[config.mk]
export PLATFORM = sky130hd
export DESIGN_NAME = fetch_db_ref_loader
export DESIGN_NICKNAME = d
export VERILOG_FILES = /design/src/rtl/fetch_db_ref_loader_pkg.sv /design/src/rtl/fetch_word_packer.sv /design/src/rtl/fetch_db_ref_loader.sv
export SDC_FILE = /design/constraint.sdc
export NUM_CORES = 1
export LEC_CHECK = 0
export BUFFER_PORTS_ARGS = -buffer_cell sky130_fd_sc_hd__buf_2
export CAP_MARGIN = 40
export CORE_ASPECT_RATIO = 1.5
export CORE_UTILIZATION = 35
export CTS_BUF_LIST = sky130_fd_sc_hd__clkbuf_8
export DETAILED_ROUTE_END_ITERATION = 12
export GPL_TIMING_DRIVEN = 0
export PLACE_DENSITY_LB_ADDON = 0.25
export SYNTH_ARGS = -nofsm -noshare
export SYNTH_HDL_FRONTEND = slang
export SYNTH_SLANG_ARGS = --single-unit
[constraint.sdc]
create_clock -name clk -period 3.1 [get_ports clk]
set_clock_uncertainty 0.2 [all_clocks]
set_input_delay 0.62 -clock clk [delete_from_list [all_inputs] [get_ports clk]]
set_output_delay 0.62 -clock clk [all_outputs]
set_load 0.05 [all_outputs]
[src/rtl/fetch_db_ref_loader_pkg.sv]
// Shared definitions for the deblocking top-reference loader.
//   FETCH_EXT_W    : external read-data word width
//   FETCH_ROW_W    : reference buffer row width (four external words)
//   FETCH_REF_ROWS : rows in the reference buffer
//   fetch_state_e  : loader FSM state encoding
package enc_defines;

    localparam int unsigned FETCH_EXT_W    = 32;
    localparam int unsigned FETCH_ROW_W    = 128;
    localparam int unsigned FETCH_REF_ROWS = 16;

    typedef enum logic [1:0] {
        IDLE = 2'd0,
        LOAD = 2'd1,
        DONE = 2'd2
    } fetch_state_e;

endpackage

[src/rtl/fetch_word_packer.sv]
// 4:1 word packer: collects four external words into one buffer row.
//   clk, rst : clock, synchronous active-high reset
//   clr_i    : drop any partial row and restart at word 0
//   push_i   : a word transfers this cycle
//   word_i   : the transferring word
//   last_o   : this push completes a row (combinational)
//   row_o    : last completed row, registered, held until the next one completes
module fetch_word_packer
    import enc_defines::*;
#(
    parameter int unsigned EXT_W = FETCH_EXT_W,
    parameter int unsigned ROW_W = FETCH_ROW_W
) (
    input  logic             clk,
    input  logic             rst,
    input  logic             clr_i,
    input  logic             push_i,
    input  logic [EXT_W-1:0] word_i,
    output logic             last_o,
    output logic [ROW_W-1:0] row_o
);

    logic [1:0]           wc_q;
    // Holds words 0..2; the outgoing row lives separately in row_o so the
    // next row can start filling while the previous one is being written.
    logic [3*EXT_W-1:0]   pack_q;

    assign last_o = push_i && (wc_q == 2'd3);

    always_ff @(posedge clk) begin
        if (rst) begin
            wc_q   <= 2'd0;
            pack_q <= '0;
            row_o  <= '0;
        end else if (clr_i) begin
            wc_q <= 2'd0;
        end else if (push_i) begin
            wc_q <= wc_q + 2'd1;
            // First word lands in the MSBs (left-most pixels).
            unique case (wc_q)
                2'd0: pack_q[3*EXT_W-1 -: EXT_W] <= word_i;
                2'd1: pack_q[2*EXT_W-1 -: EXT_W] <= word_i;
                2'd2: pack_q[EXT_W-1   -: EXT_W] <= word_i;
                2'd3: row_o <= {pack_q, word_i};
                default: ;
            endcase
        end
    end

endmodule

[src/rtl/fetch_db_ref_loader.sv]
// Fills the 16x128 deblocking top-reference buffer from the external read
// channel, packing four 32-bit words per row.
//   clk, rst          : clock, synchronous active-high reset
//   start_i           : load request (IDLE only), with num_rows_i (1..16), base_row_i
//   abort_i           : cancel the load in progress
//   ext_valid_i/ext_data_i/ext_ready_o : external word handshake
//   we_o/waddr_o/wdata_o : buffer write port
//   busy_o            : load in progress
//   rows_done_o       : rows written in the current load
//   done_o            : one-cycle completion pulse
module fetch_db_ref_loader
    import enc_defines::*;
#(
    parameter int unsigned EXT_W  = FETCH_EXT_W,
    parameter int unsigned ROW_W  = FETCH_ROW_W,
    parameter int unsigned ADDR_W = 4
) (
    input  logic              clk,
    input  logic              rst,
    input  logic              start_i,
    input  logic [ADDR_W:0]   num_rows_i,
    input  logic [ADDR_W-1:0] base_row_i,
    input  logic              abort_i,
    input  logic              ext_valid_i,
    input  logic [EXT_W-1:0]  ext_data_i,
    output logic              ext_ready_o,
    output logic              we_o,
    output logic [ADDR_W-1:0] waddr_o,
    output logic [ROW_W-1:0]  wdata_o,
    output logic              busy_o,
    output logic [ADDR_W:0]   rows_done_o,
    output logic              done_o
);

    localparam logic [ADDR_W:0] MAX_ROWS = {1'b1, {ADDR_W{1'b0}}};
    localparam logic [ADDR_W:0] ROW_ONE  = {{ADDR_W{1'b0}}, 1'b1};

    fetch_state_e      state_q;
    logic [ADDR_W:0]   num_rows_q;
    logic [ADDR_W-1:0] base_q;

    logic xfer;
    logic start_ok;
    logic pack_clr;
    logic row_last;

    // Depends only on state and abort_i, never on ext_valid_i.
    assign ext_ready_o = (state_q == LOAD) && !abort_i;
    assign xfer        = ext_valid_i && ext_ready_o;
    assign start_ok    = start_i && (num_rows_i != '0) && (num_rows_i <= MAX_ROWS);
    assign pack_clr    = ((state_q == IDLE) && start_ok) || ((state_q == LOAD) && abort_i);

    fetch_word_packer #(
        .EXT_W (EXT_W),
        .ROW_W (ROW_W)
    ) u_packer (
        .clk    (clk),
        .rst    (rst),
        .clr_i  (pack_clr),
        .push_i (xfer),
        .word_i (ext_data_i),
        .last_o (row_last),
        .row_o  (wdata_o)
    );

    // rows_done_o doubles as the row counter: it is the offset of the next row.
    always_ff @(posedge clk) begin
        if (rst) begin
            state_q     <= IDLE;
            num_rows_q  <= '0;
            base_q      <= '0;
            we_o        <= 1'b0;
            waddr_o     <= '0;
            busy_o      <= 1'b0;
            rows_done_o <= '0;
            done_o      <= 1'b0;
        end else begin
            we_o   <= 1'b0;
            done_o <= 1'b0;
            unique case (state_q)
                IDLE: begin
                    if (start_ok) begin
                        state_q     <= LOAD;
                        busy_o      <= 1'b1;
                        num_rows_q  <= num_rows_i;
                        base_q      <= base_row_i;
                        rows_done_o <= '0;
                    end
                end
                LOAD: begin
                    if (abort_i) begin
                        state_q <= IDLE;
                        busy_o  <= 1'b0;
                    end else if (row_last) begin
                        we_o        <= 1'b1;
                        waddr_o     <= base_q + rows_done_o[ADDR_W-1:0];
                        rows_done_o <= rows_done_o + ROW_ONE;
                        if (rows_done_o + ROW_ONE == num_rows_q) begin
                            state_q <= DONE;
                            busy_o  <= 1'b0;
                        end
                    end
                end
                DONE: begin
                    state_q <= IDLE;
                    done_o  <= 1'b1;
                end
                default: begin
                    state_q <= IDLE;
                    busy_o  <= 1'b0;
                end
            endcase
        end
    end

endmodule

Word-level counts from Yosys, hierarchy flattened
Cells that the tools add are included.
{ "word_totals": {"wordCells": 72, "ff_bits": 249, "inputBits": 46, "out_inout_bits": 141} }
{ "classes": {"muxes": 16, "addsub": 3, "bitwise": 4, "eq_ne": 11, "reduce_logical": 24, "magnitude_cmp": 1} }
{ "ops": {"columns": ["cell", "count"], "rows": [
  ["$reduce_and 3->1", 6],
  ["$mux 5", 3],
  ["$pmux 5 s2", 1],
  ["$mux 2", 4],
  ["$reduce_and 4->1", 2],
  ["$logic_and 1x1->1", 7],
  ["$eq 2x2->1 const B", 3],
  ["$mux 1", 6],
  ["$ne 2x2->1 const B", 3],
  ["$add 5x1->5 const B", 1],
  ["$eq 5x5->1", 1],
  ["$le 5x5->1 const B", 1],
  ["$reduce_bool 5->1", 1],
  ["$add 4x4->4", 1],
  ["$eq 2x1->1 const B", 2],
  ["$logic_not 2->1", 2],
  ["$not 1->1", 4],
  ["$pmux 2 s2", 1],
  ["$ne 3x2->1 const B", 1],
  ["$ne 3x3->1 const B", 1],
  ["$pmux 1 s3", 1],
  ["$reduce_or 3->1", 1],
  ["$add 2x1->2 const B", 1],
  ["$reduce_and 2->1", 1],
  ["other kinds (4)", 4]
]} }

Depth between registers and ports, before layout
Gate-level depths: netlist (run 1).
{ "logic_depth": {"depth_word": 7, "mapped_depth": 8, "depth_no_buf": 6} }

Cells and area by module
Synthesis (run 1) repeated with hierarchy kept, for this count alone.
{ "unflattened": {"cells_unflattened": 911, "area_unflattened_um2": 9994.6} }
{ "by_module_without_submodules": {"columns": ["mod", "seq_area_each_um2", "instances", "cells_each", "area_each_um2"], "rows": [
  ["fetch_word_packer", 4524.3, 1, 777, 8799.7],
  ["fetch_db_ref_loader", 460.4, 1, 134, 1194.9]
]} }

Worst setup path before layout (run 1)
Ideal clock, no wire load.
{ "synth_timing": {"path_kind": "input to register", "from": "input port num_rows_i[0]", "to": "register base_q[2]", "t_arrival_ns": 1.932, "stages": 5, "setup_ns": 0.128, "path_buffers": 1, "t_required_ns": 2.772, "setup_slack_ns": 0.840, "path_cell_list": "nor4_4 > mux2i_1 > buf_4 > mux2i_1 > nor2_1"} }
{ "synth_between": {"elab_chain_cells": 4, "word_cells_on_any_way": 5, "classes_between": "order compare (1); reduce/logical (4)"} }
{ "synth_rtl": {"columns": ["item", "line", "rtl"], "rows": [
  ["start: declaration", "fetch_db_ref_loader.sv:21", "input logic [ADDR_W:0] num_rows_i,"],
  ["branches (longest 2 deep; another with $le 5x5->1)", null, null],
  ["$logic_and 1x1->1 *", "fetch_db_ref_loader.sv:50", "assign start_ok = start_i && (num_rows_i != '0) && (num_rows_i <= MAX_ROWS);"],
  ["$reduce_and 2->1 (no line) *", null, null],
  ["end signal: assignment", "fetch_db_ref_loader.sv:86", "base_q <= base_row_i;"],
  ["end: declaration", "fetch_db_ref_loader.sv:40", "logic [ADDR_W-1:0] base_q;"]
]} }
Mark *: on every way between the ends.
A chain may end at the register's enable or synchronous reset.

Final worst setup path (run 1)
{ "layout_timing": {"from": "register state_q[0]", "to": "output port ext_ready_o"} }
{ "layout_between": {"elab_chain_cells": 2} }
{ "layout_rtl": {"columns": ["item", "line", "rtl"], "rows": [
  ["start: declaration", "fetch_db_ref_loader.sv:38", "fetch_state_e state_q;"],
  ["start signal: assignment", "fetch_db_ref_loader.sv:69", "state_q <= IDLE;"],
  ["start signal: assignment", "fetch_db_ref_loader.sv:83", "state_q <= LOAD;"],
  ["start signal: assignment", "fetch_db_ref_loader.sv:92", "state_q <= IDLE;"],
  ["$eq 2x1->1", "fetch_db_ref_loader.sv:48", "assign ext_ready_o = (state_q == LOAD) && !abort_i;"],
  ["$logic_and 1x1->1", "fetch_db_ref_loader.sv:48", null],
  ["end: declaration", "fetch_db_ref_loader.sv:26", "output logic ext_ready_o,"]
]} }
No other way between the ends.

==> results_tabular.tex, run 1 <==
\begin{tabular}{lr}
\hline
Metric & Value \\
\hline
\multicolumn{2}{l}{\textbf{Drt}} \\
Number of antenna-violating nets in the routed design & 0 \\
Final routed wirelength across all metal layers & 27.3 mm \\
Average vias per placed instance & about 4.7 \\
Routed wirelength normalized by instance count & roughly 16 microns \\
Drt drc & 0 \\
First-pass detailed-route iteration total & 5 \\
Initial DRC count & between 400 and 500 \\
Vias & a little under 8000 \\
\multicolumn{2}{l}{\textbf{Critical path}} \\
Category of the critical setup timing path & reg2out \\
Launching element type of the critical path & flop \\
Cells traversed along the worst timing path & buf\_6, nor2b\_1, nand2b\_1, inv\_1, buf\_2 \\
Delay-heaviest family, CP & buffers and inverters \\
Arrival time of data at the critical path endpoint & roughly 1.8 ns \\
R2R Path End & u\_packer.row\_o[87] \\
Biggest fanout along the worst timing path & 10 \\
Crit. End Element & primary output \\
Crit path buf inv count & 3 \\
Cell depth of the worst flop-to-flop path & 6 \\
Critical Path Start & state\_q[0] \\
Critical Path RT & between 2 and 2.5 ns \\
Critical Path Max Stage Delay & between 0.3 and 0.4 ns \\
Crit path max-delay cell type & sky130\_fd\_sc\_hd\_\_dfxtp\_1 \\
Worst reg2reg setup slack & 0.98 ns \\
FF-to-FF Start & state\_q[1] \\
\multicolumn{2}{l}{\textbf{Placed design}} \\
Hpwl dp & 20.7 mm \\
Routability congestion estimate & $\sim$0.84 \\
Count of input and output buffers & roughly 190 \\
\multicolumn{2}{l}{\textbf{STA}} \\
Final-layout worst hold slack & approximately 0.12 ns \\
Worst slew slack as a fraction of its limit & a little under half \\
Unrepaired setup endpoints after global routing & no \\
Pins over their slew limit & 0 \\
Post-Route Setup TNS & 0 ns \\
Final setup violating endpoints & 0 \\
Clock period minus final worst setup slack & between 2 and 3 ns \\
Slew of the pin with the lowest slew margin & approximately 0.77 ns \\
Achievable Freq & around 390 MHz \\
Final count of hold timing violations & 0 \\
Final cycle utilization of the critical path & a little over four fifths \\
\multicolumn{2}{l}{\textbf{Yosys}} \\
Post-Synth XOR/XNOR Area & roughly 1.4\% \\
Compound-Gate Fraction of Synth Area & between 10\% and 20\% \\
Predominant post-synthesis flop cell & sky130\_fd\_sc\_hd\_\_dfxtp\_1 \\
Async set-or-reset flop fraction in the synthesized netlist & 0\% \\
Number of distinct standard cells referenced by the synthesized netlist & 37 \\
Largest area contributor in the netlist & sky130\_fd\_sc\_hd\_\_dfxtp\_1 \\
Combinational family with the most area after synthesis & simple AND/OR/NAND/NOR gates \\
Mux contribution to synthesized area & less than 1\% \\
Syn\_nets & around 1200 \\
Number of flops mapped to enable cells by yosys & 0 \\
Portion of synthesized cell area occupied by the leading cell type & between 50 and 60\% \\
Sequential element share of the synthesized area & a little under three fifths \\
Synthesized flop and latch total & roughly 250 \\
Number of instances in the synthesized netlist & approximately 1100 \\
Synthesized-area fraction occupied by and/or/nand/nor cells & roughly 22\% \\
Synthesis warning total & 0 \\
Post-synthesis share of cell area spent on full adders, half adders and majority gates & 1.33\% \\
Average instance area after synthesis & 8.15 sq um \\
Syn Std Cell Area & $\sim$9100 sq um \\
Synth area leaders & sky130\_fd\_sc\_hd\_\_dfxtp\_1 (55\%), sky130\_fd\_sc\_hd\_\_nand2\_1 (19\%), sky130\_fd\_sc\_hd\_\_a21oi\_1 (13\%) \\
\multicolumn{2}{l}{\textbf{Clock tree}} \\
Clock edge transition at the registers on the reported setup and hold paths & roughly 0.06 ns \\
CTS Hold Bufs & 0 \\
Number of gates resized after CTS & 0 \\
Clock Tree Buf Depth & 3 \\
Post-CTS setup buffers & 0 \\
TritonCTS clock tree & done \\
Number of buffers added by the clock tree synthesis step & 38 \\
Clk Latency, worst-skew pair & approximately 0.54 ns \\
TritonCTS sink count & between 200 and 250 \\
Buffer cell driving the clock tree root & sky130\_fd\_sc\_hd\_\_clkbuf\_8 \\
Total number of H-tree levels & 2 \\
\multicolumn{2}{l}{\textbf{Pwr}} \\
Overall power after layout & 6050 uW \\
Leakage power summed over all cells & roughly 0.0044 uW \\
IR Drop Worst-Case VDD & between 0.2 and 0.3 mV \\
Ratio of total power to cell area & roughly 540 nW/um\^{}2 \\
\multicolumn{2}{l}{\textbf{Die}} \\
Die Wd & 133 microns \\
Top-level I/O count & 187 \\
Starting density of the core & a little over a third \\
Placeable Area & about 25000 sq um \\
Number of placement rows & just over 70 \\
Die footprint & between 20000 and 30000 sq um \\
Vertical die dimension & 199 microns \\
\multicolumn{2}{l}{\textbf{Hold path}} \\
Destination of the worst hold path & base\_q[0] \\
Count of cells along the worst hold path & 3 \\
Class of the tightest hold or removal check & in2reg \\
Source of the worst hold timing path & base\_row\_i[0] \\
\multicolumn{2}{l}{\textbf{Outcome}} \\
Result of the run & complete, no violations \\
\multicolumn{2}{l}{\textbf{Global routing}} \\
Via count of the first global-routing pass & about 7800 \\
Remaining global-route overflow & 0 \\
Initial antenna violation count & 1 \\
First-pass GRT wire length & approximately 42 mm \\
Maximum number of pins on one net before global-route repair & 11 \\
Total GRT Usage & 20.7\% \\
\multicolumn{2}{l}{\textbf{Cells and area}} \\
Number of nets in the layout & approximately 1400 \\
Leading cell type in the layout, fill and taps excluded & sky130\_fd\_sc\_hd\_\_nand2\_1 \\
Most frequent cells in the layout & sky130\_fd\_sc\_hd\_\_nand2\_1 (461), sky130\_fd\_sc\_hd\_\_dfxtp\_1 (249), sky130\_fd\_sc\_hd\_\_a21oi\_1 (233) \\
Layout cell share with drive strength beyond 1 & between 20\% and 30\% \\
P\&R area growth vs syn & 22.8\% \\
Fillers & 2646 \\
Final standard cell utilization of the core & between 40 and 50\% \\
\multicolumn{2}{l}{\textbf{Job}} \\
Reported max-cap violation count & 0 \\
\hline
\end{tabular}
[cell families after synthesis]
| family | Yosys count |
|---|---|
| and+or+nand+nor | 499 |
| DFF | 249 |
| AOI/OAI and AO/OA | 244 |
| buffers and inverters | 89 |
| xor gates and xnor gates | 13 |
| muxes | 9 |
| adders and majority gates | 9 |
[where the power goes]
part	internal [uW]	total (uW)	switching (uW)
sequential	3210	3220	8.63
clock	1350	2610	1270
combinational	62.3	216	154
total	4620	6050	1430
[state kept, by name, indices dropped and copies added (netlist names), 2 cells and up]
register / flops
base_q: 4
state_q: 2
u_packer.row_o: 128
rows_done_o: 5
u_packer.pack_q: 96
num_rows_q: 5
u_packer.wc_q: 2
waddr_o: 4
[worst max-delay path by stage]
stage                              to  cells past startpoint
after CTS                 ext_ready_o                      5
after detailed placement    base_q[2]                      6
after global placement      base_q[2]                      6
after global routing      ext_ready_o                      5
final                     ext_ready_o                      5
after floorplan             base_q[2]                      5
[through the flow]
stage / cells / instance area (sq um) / setup slack [ns]
global placement: 1625 / 10400 / 0.340
detailed placement: 1625 / 10400 / 0.303
CTS: 1692 / 11100 / 0.484
finish: 1693 / 11100 / 0.511
floorplan: 1112 / 9060 / 0.840
global route: 1693 / 11100 / 0.388
[area by class of cell]
cell class / instances / area [sq um] / area share [%]
Tap cell: 328 / 410 / 3.69
Buffer: 82 / 458 / 4.12
Inverter: 7 / 26.3 / 0.236
Clock inverter: 21 / 95.1 / 0.855
Clock buffer: 46 / 633 / 5.69
Antenna cell: 1 / 2.50 / 0.0225
Multi-Input combinational cell: 774 / 3590 / 32.3
Sequential cell: 249 / 4980 / 44.8
Timing Repair Buffer: 185 / 926 / 8.32
[worst reg2reg max path: stages, from the launching register on]
cell,delay (ns)
sky130_fd_sc_hd__dfxtp_1,0.42
sky130_fd_sc_hd__and4bb_4,0.24
sky130_fd_sc_hd__nand2_1,0.07
sky130_fd_sc_hd__buf_2,0.24
sky130_fd_sc_hd__clkbuf_1,0.59
sky130_fd_sc_hd__nand2_1,0.12
sky130_fd_sc_hd__a21oi_1,0.17
[synth_stat cells, drive strengths merged, types with 2 or more instances]
library cell  number
nor2              13
dfxtp            249
a311oi             2
nand3              6
nand2b             4
a211oi             5
mux2i              9
clkbuf            41
inv                7
ha                 8
xnor2              8
and2               4
a21oi            233
nor2b              2
buf               41
xor2               4
nor4               2
nand2            461
nor4b              2
nand4              2
[per-layer routing]
metal,wire (microns),vias to the layer above,GRT usage [%]
met4,1050,0,9.30
li1,-,4046,-
met3,1370,53,4.46
met5,0,-,0
met2,14100,186,38.3
met1,10800,3613,22.3
No activity file was read; power rests on OpenSTA's default activity.
==> inputs of run 2 (changes only) <==
==> constraint.sdc (replaced) <==
create_clock -name clk -period 2.4 [get_ports clk]
set_clock_uncertainty 0.2 [all_clocks]
set_input_delay 0.48 -clock clk [delete_from_list [all_inputs] [get_ports clk]]
set_output_delay 0.48 -clock clk [all_outputs]
set_load 0.05 [all_outputs]
==> run 2 against run 1 <==
Net effect:
- count of clock-buffer cells in the layout unchanged
- global-route usage rose by 0.060 points
- largest power group unchanged
- final area up 0.63%
- worst setup slack got worse by 0.38 ns
- critical path type unchanged
- clock power increased by 29%
- register-to-register slack worse by 0.76 ns
- sequential share of layout area fell by 0.28 points
==> results_tabular.tex, run 2 (synthesis results as in run 1) <==
\begin{tabular}{lr}
\hline
Metric & Value \\
\hline
\multicolumn{2}{l}{\textbf{Clock tree}} \\
Clock edge transition at the registers on the reported setup and hold paths & 0.07 ns (was 0.06 ns) \\
TritonCTS sink count & 249 (unchanged) \\
Post-CTS setup buffers & 0 (unchanged) \\
Clk Latency, worst-skew pair & 0.54 ns (about the same) \\
Number of buffers added by the clock tree synthesis step & 38 (unchanged) \\
TritonCTS clock tree & done (unchanged) \\
Buffer cell driving the clock tree root & sky130\_fd\_sc\_hd\_\_clkbuf\_8 (unchanged) \\
Total number of H-tree levels & 2 (unchanged) \\
Clock Tree Buf Depth & 3 (unchanged) \\
\multicolumn{2}{l}{\textbf{Die}} \\
Die footprint & 26500 sq um (unchanged) \\
Die Wd & 133 microns (unchanged) \\
Top-level I/O count & 187 (unchanged) \\
Vertical die dimension & 199 microns (unchanged) \\
Number of placement rows & 71 (unchanged) \\
Starting density of the core & 35.9\% (unchanged) \\
Placeable Area & 25200 sq um (unchanged) \\
\multicolumn{2}{l}{\textbf{Job}} \\
Reported max-cap violation count & 0 (unchanged) \\
\multicolumn{2}{l}{\textbf{Cells and area}} \\
Top flop regs & u\_packer.row\_o: 128 flops, u\_packer.pack\_q: 96 flops (unchanged) \\
Register name with the most flops & u\_packer.row\_o (unchanged) \\
Layout cell share with drive strength beyond 1 & 20.4\% (was 20.5\%) \\
Number of nets in the layout & 1398 (was 1392) \\
Leading cell type in the layout, fill and taps excluded & sky130\_fd\_sc\_hd\_\_nand2\_1 (unchanged) \\
Flip-flop count of the largest register after layout & 128 (unchanged) \\
Fillers & 2641 (was 2646) \\
Final standard cell utilization of the core & 44.4\% (was 44.1\%) \\
Most frequent cells in the layout & sky130\_fd\_sc\_hd\_\_nand2\_1 (461), sky130\_fd\_sc\_hd\_\_dfxtp\_1 (249), sky130\_fd\_sc\_hd\_\_a21oi\_1 (233) (unchanged) \\
P\&R area growth vs syn & 23.6\% (was 22.8\%) \\
\multicolumn{2}{l}{\textbf{Pwr}} \\
Net switching share of the total power & 23.6\% (about the same) \\
Internal power summed over all cells & 5980 uW (was 4620 uW) \\
IR Drop Worst-Case VDD & 0.380 mV (was 0.291 mV) \\
Switching Power & 1840 uW (was 1430 uW) \\
Leakage power summed over all cells & 0.00441 uW (was 0.00439 uW) \\
Ratio of total power to cell area & 699 nW/um\^{}2 (was 544 nW/um\^{}2) \\
Proportion of power drawn by flip-flops and latches & 53.2\% (about the same) \\
Combinational fraction of design power & 3.7\% (was 3.6\%) \\
Part of the power in the clock network & 43.1\% (was 43.2\%) \\
\multicolumn{2}{l}{\textbf{Critical path}} \\
Crit path max-delay cell type & sky130\_fd\_sc\_hd\_\_dfxtp\_1 (unchanged) \\
Cells traversed along the worst timing path & buf\_6, nor2b\_4, nand2b\_1, inv\_1, clkbuf\_4 (was buf\_6, nor2b\_1, nand2b\_1, inv\_1, buf\_2) \\
Category of the critical setup timing path & reg2out (unchanged) \\
Launching element type of the critical path & flop (unchanged) \\
Cell depth of the worst flop-to-flop path & 6 (unchanged) \\
Critical Path RT & 1.72 ns (was 2.28 ns) \\
Crit. End Element & primary output (unchanged) \\
Arrival time of data at the critical path endpoint & 1.59 ns (was 1.77 ns) \\
Critical Path Max Stage Delay & 0.32 ns (about the same) \\
Biggest fanout along the worst timing path & 10 (unchanged) \\
Worst reg2reg setup slack & 0.22 ns (was 0.98 ns) \\
\multicolumn{2}{l}{\textbf{Placed design}} \\
Count of input and output buffers & 185 (unchanged) \\
Hpwl dp & 20.7 mm (unchanged) \\
Post-Place Worst Slack & -0.257 ns (was 0.303 ns) \\
Routability congestion estimate & 0.839 (unchanged) \\
\multicolumn{2}{l}{\textbf{Drt}} \\
Final routed wirelength across all metal layers & 27.4 mm (was 27.3 mm) \\
Routed wirelength normalized by instance count & 16.2 microns (was 16.1 microns) \\
Vias & 7929 (was 7898) \\
Drt drc & 0 (unchanged) \\
First-pass detailed-route iteration total & 4 (was 5) \\
Number of antenna-violating nets in the routed design & 0 (unchanged) \\
Initial DRC count & 432 (was 412) \\
Average vias per placed instance & 4.67 (about the same) \\
\multicolumn{2}{l}{\textbf{Global routing}} \\
Maximum number of pins on one net before global-route repair & 11 (unchanged) \\
First-pass GRT wire length & 42.3 mm (was 42.2 mm) \\
Initial antenna violation count & 1 (unchanged) \\
Remaining global-route overflow & 0 (unchanged) \\
Via count of the first global-routing pass & 7782 (was 7751) \\
Total GRT Usage & 20.7\% (about the same) \\
\multicolumn{2}{l}{\textbf{STA}} \\
Final cycle utilization of the critical path & a little over nine tenths \\
Final-layout worst hold slack & 0.0258 ns (was 0.118 ns) \\
Clock period minus final worst setup slack & 2.27 ns \\
Achievable Freq & around 440 MHz \\
Pins over their slew limit & 0 (unchanged) \\
Worst slew slack as a fraction of its limit & 47.4\% (was 47.3\%) \\
Slew of the pin with the lowest slew margin & 0.767 ns (was 0.768 ns) \\
Final setup violating endpoints & 0 (unchanged) \\
Unrepaired setup endpoints after global routing & no (unchanged) \\
Final critical-path setup slack & 0.130 ns (was 0.511 ns) \\
Final count of hold timing violations & 0 (unchanged) \\
\multicolumn{2}{l}{\textbf{Hold path}} \\
Class of the tightest hold or removal check & in2reg (unchanged) \\
Count of cells along the worst hold path & 3 (unchanged) \\
\multicolumn{2}{l}{\textbf{Outcome}} \\
Result of the run & complete, no violations (unchanged) \\
\hline
\end{tabular}
run 2: path summary, 6_finish.rpt:
path	to	start
setup reg to reg	u_packer.row_o[87]	state_q[1]
hold / removal	u_packer.pack_q[60]	ext_data_i[28]
hold reg to reg	u_packer.row_o[94]	u_packer.pack_q[62]
setup / recovery	ext_ready_o	state_q[0]
run 2: per-stage QoR:
stage / TNS [ns] / power [uW] / cell area (sq um) / std cells
floorplan: 0 / 4390 / 9060 / 1112
global placement: -1.64 / 4540 / 10400 / 1625
detailed placement: -2.08 / 4540 / 10400 / 1625
CTS: 0 / 7910 / 11200 / 1697
global route: 0 / 8120 / 11200 / 1699
finish: 0 / 7820 / 11200 / 1699
run 2: repair_timing:
action | in CTS | in global routing
gates resized for setup | 1 | 2
hold endpoints to repair | 5 | 1
hold buffers | 5 | 1
endpoints found under the setup margin | 1 | 1
run 2: per-layer routing:
| layer | wire [microns] | global-route usage, % | vias up |
|---|---|---|---|
| li1 | - | - | 4056 |
| met1 | 10700 | 22.3 | 3622 |
| met2 | 14200 | 38.4 | 201 |
| met3 | 1490 | 4.46 | 50 |
| met4 | 985 | 9.30 | 0 |
| met5 | 0 | 0 | - |
run 2: critical path: cells and delay by family (launching register included):
kind / cells / cell delay, ns
buffers and inverters: 3 / 0.44
AND/OR/NAND/NOR: 2 / 0.31
flip-flops: 1 / 0.32
run 2: cell type report:
type                       instances  area [sq um]  area share, %
sequential                       249          4980           44.5
multi-input combinational        774          3600           32.1
timing repair buffer             191           988           8.83
clock buffer                      46           633           5.65
buffer                            82           458           4.09
tap                              328           410           3.67
clock inverter                    21          95.1          0.849
inverter                           7          26.3          0.235
antenna                            1          2.50         0.0224
run 2: power by group through the flow:
stage	clock network (uW)	logic (uW)	registers, uW
after global placement	0	282	4250
after detailed placement	0	283	4250
after floorplan	0	132	4260
after global routing	3640	312	4160
after CTS	3460	291	4160
final	3370	290	4160
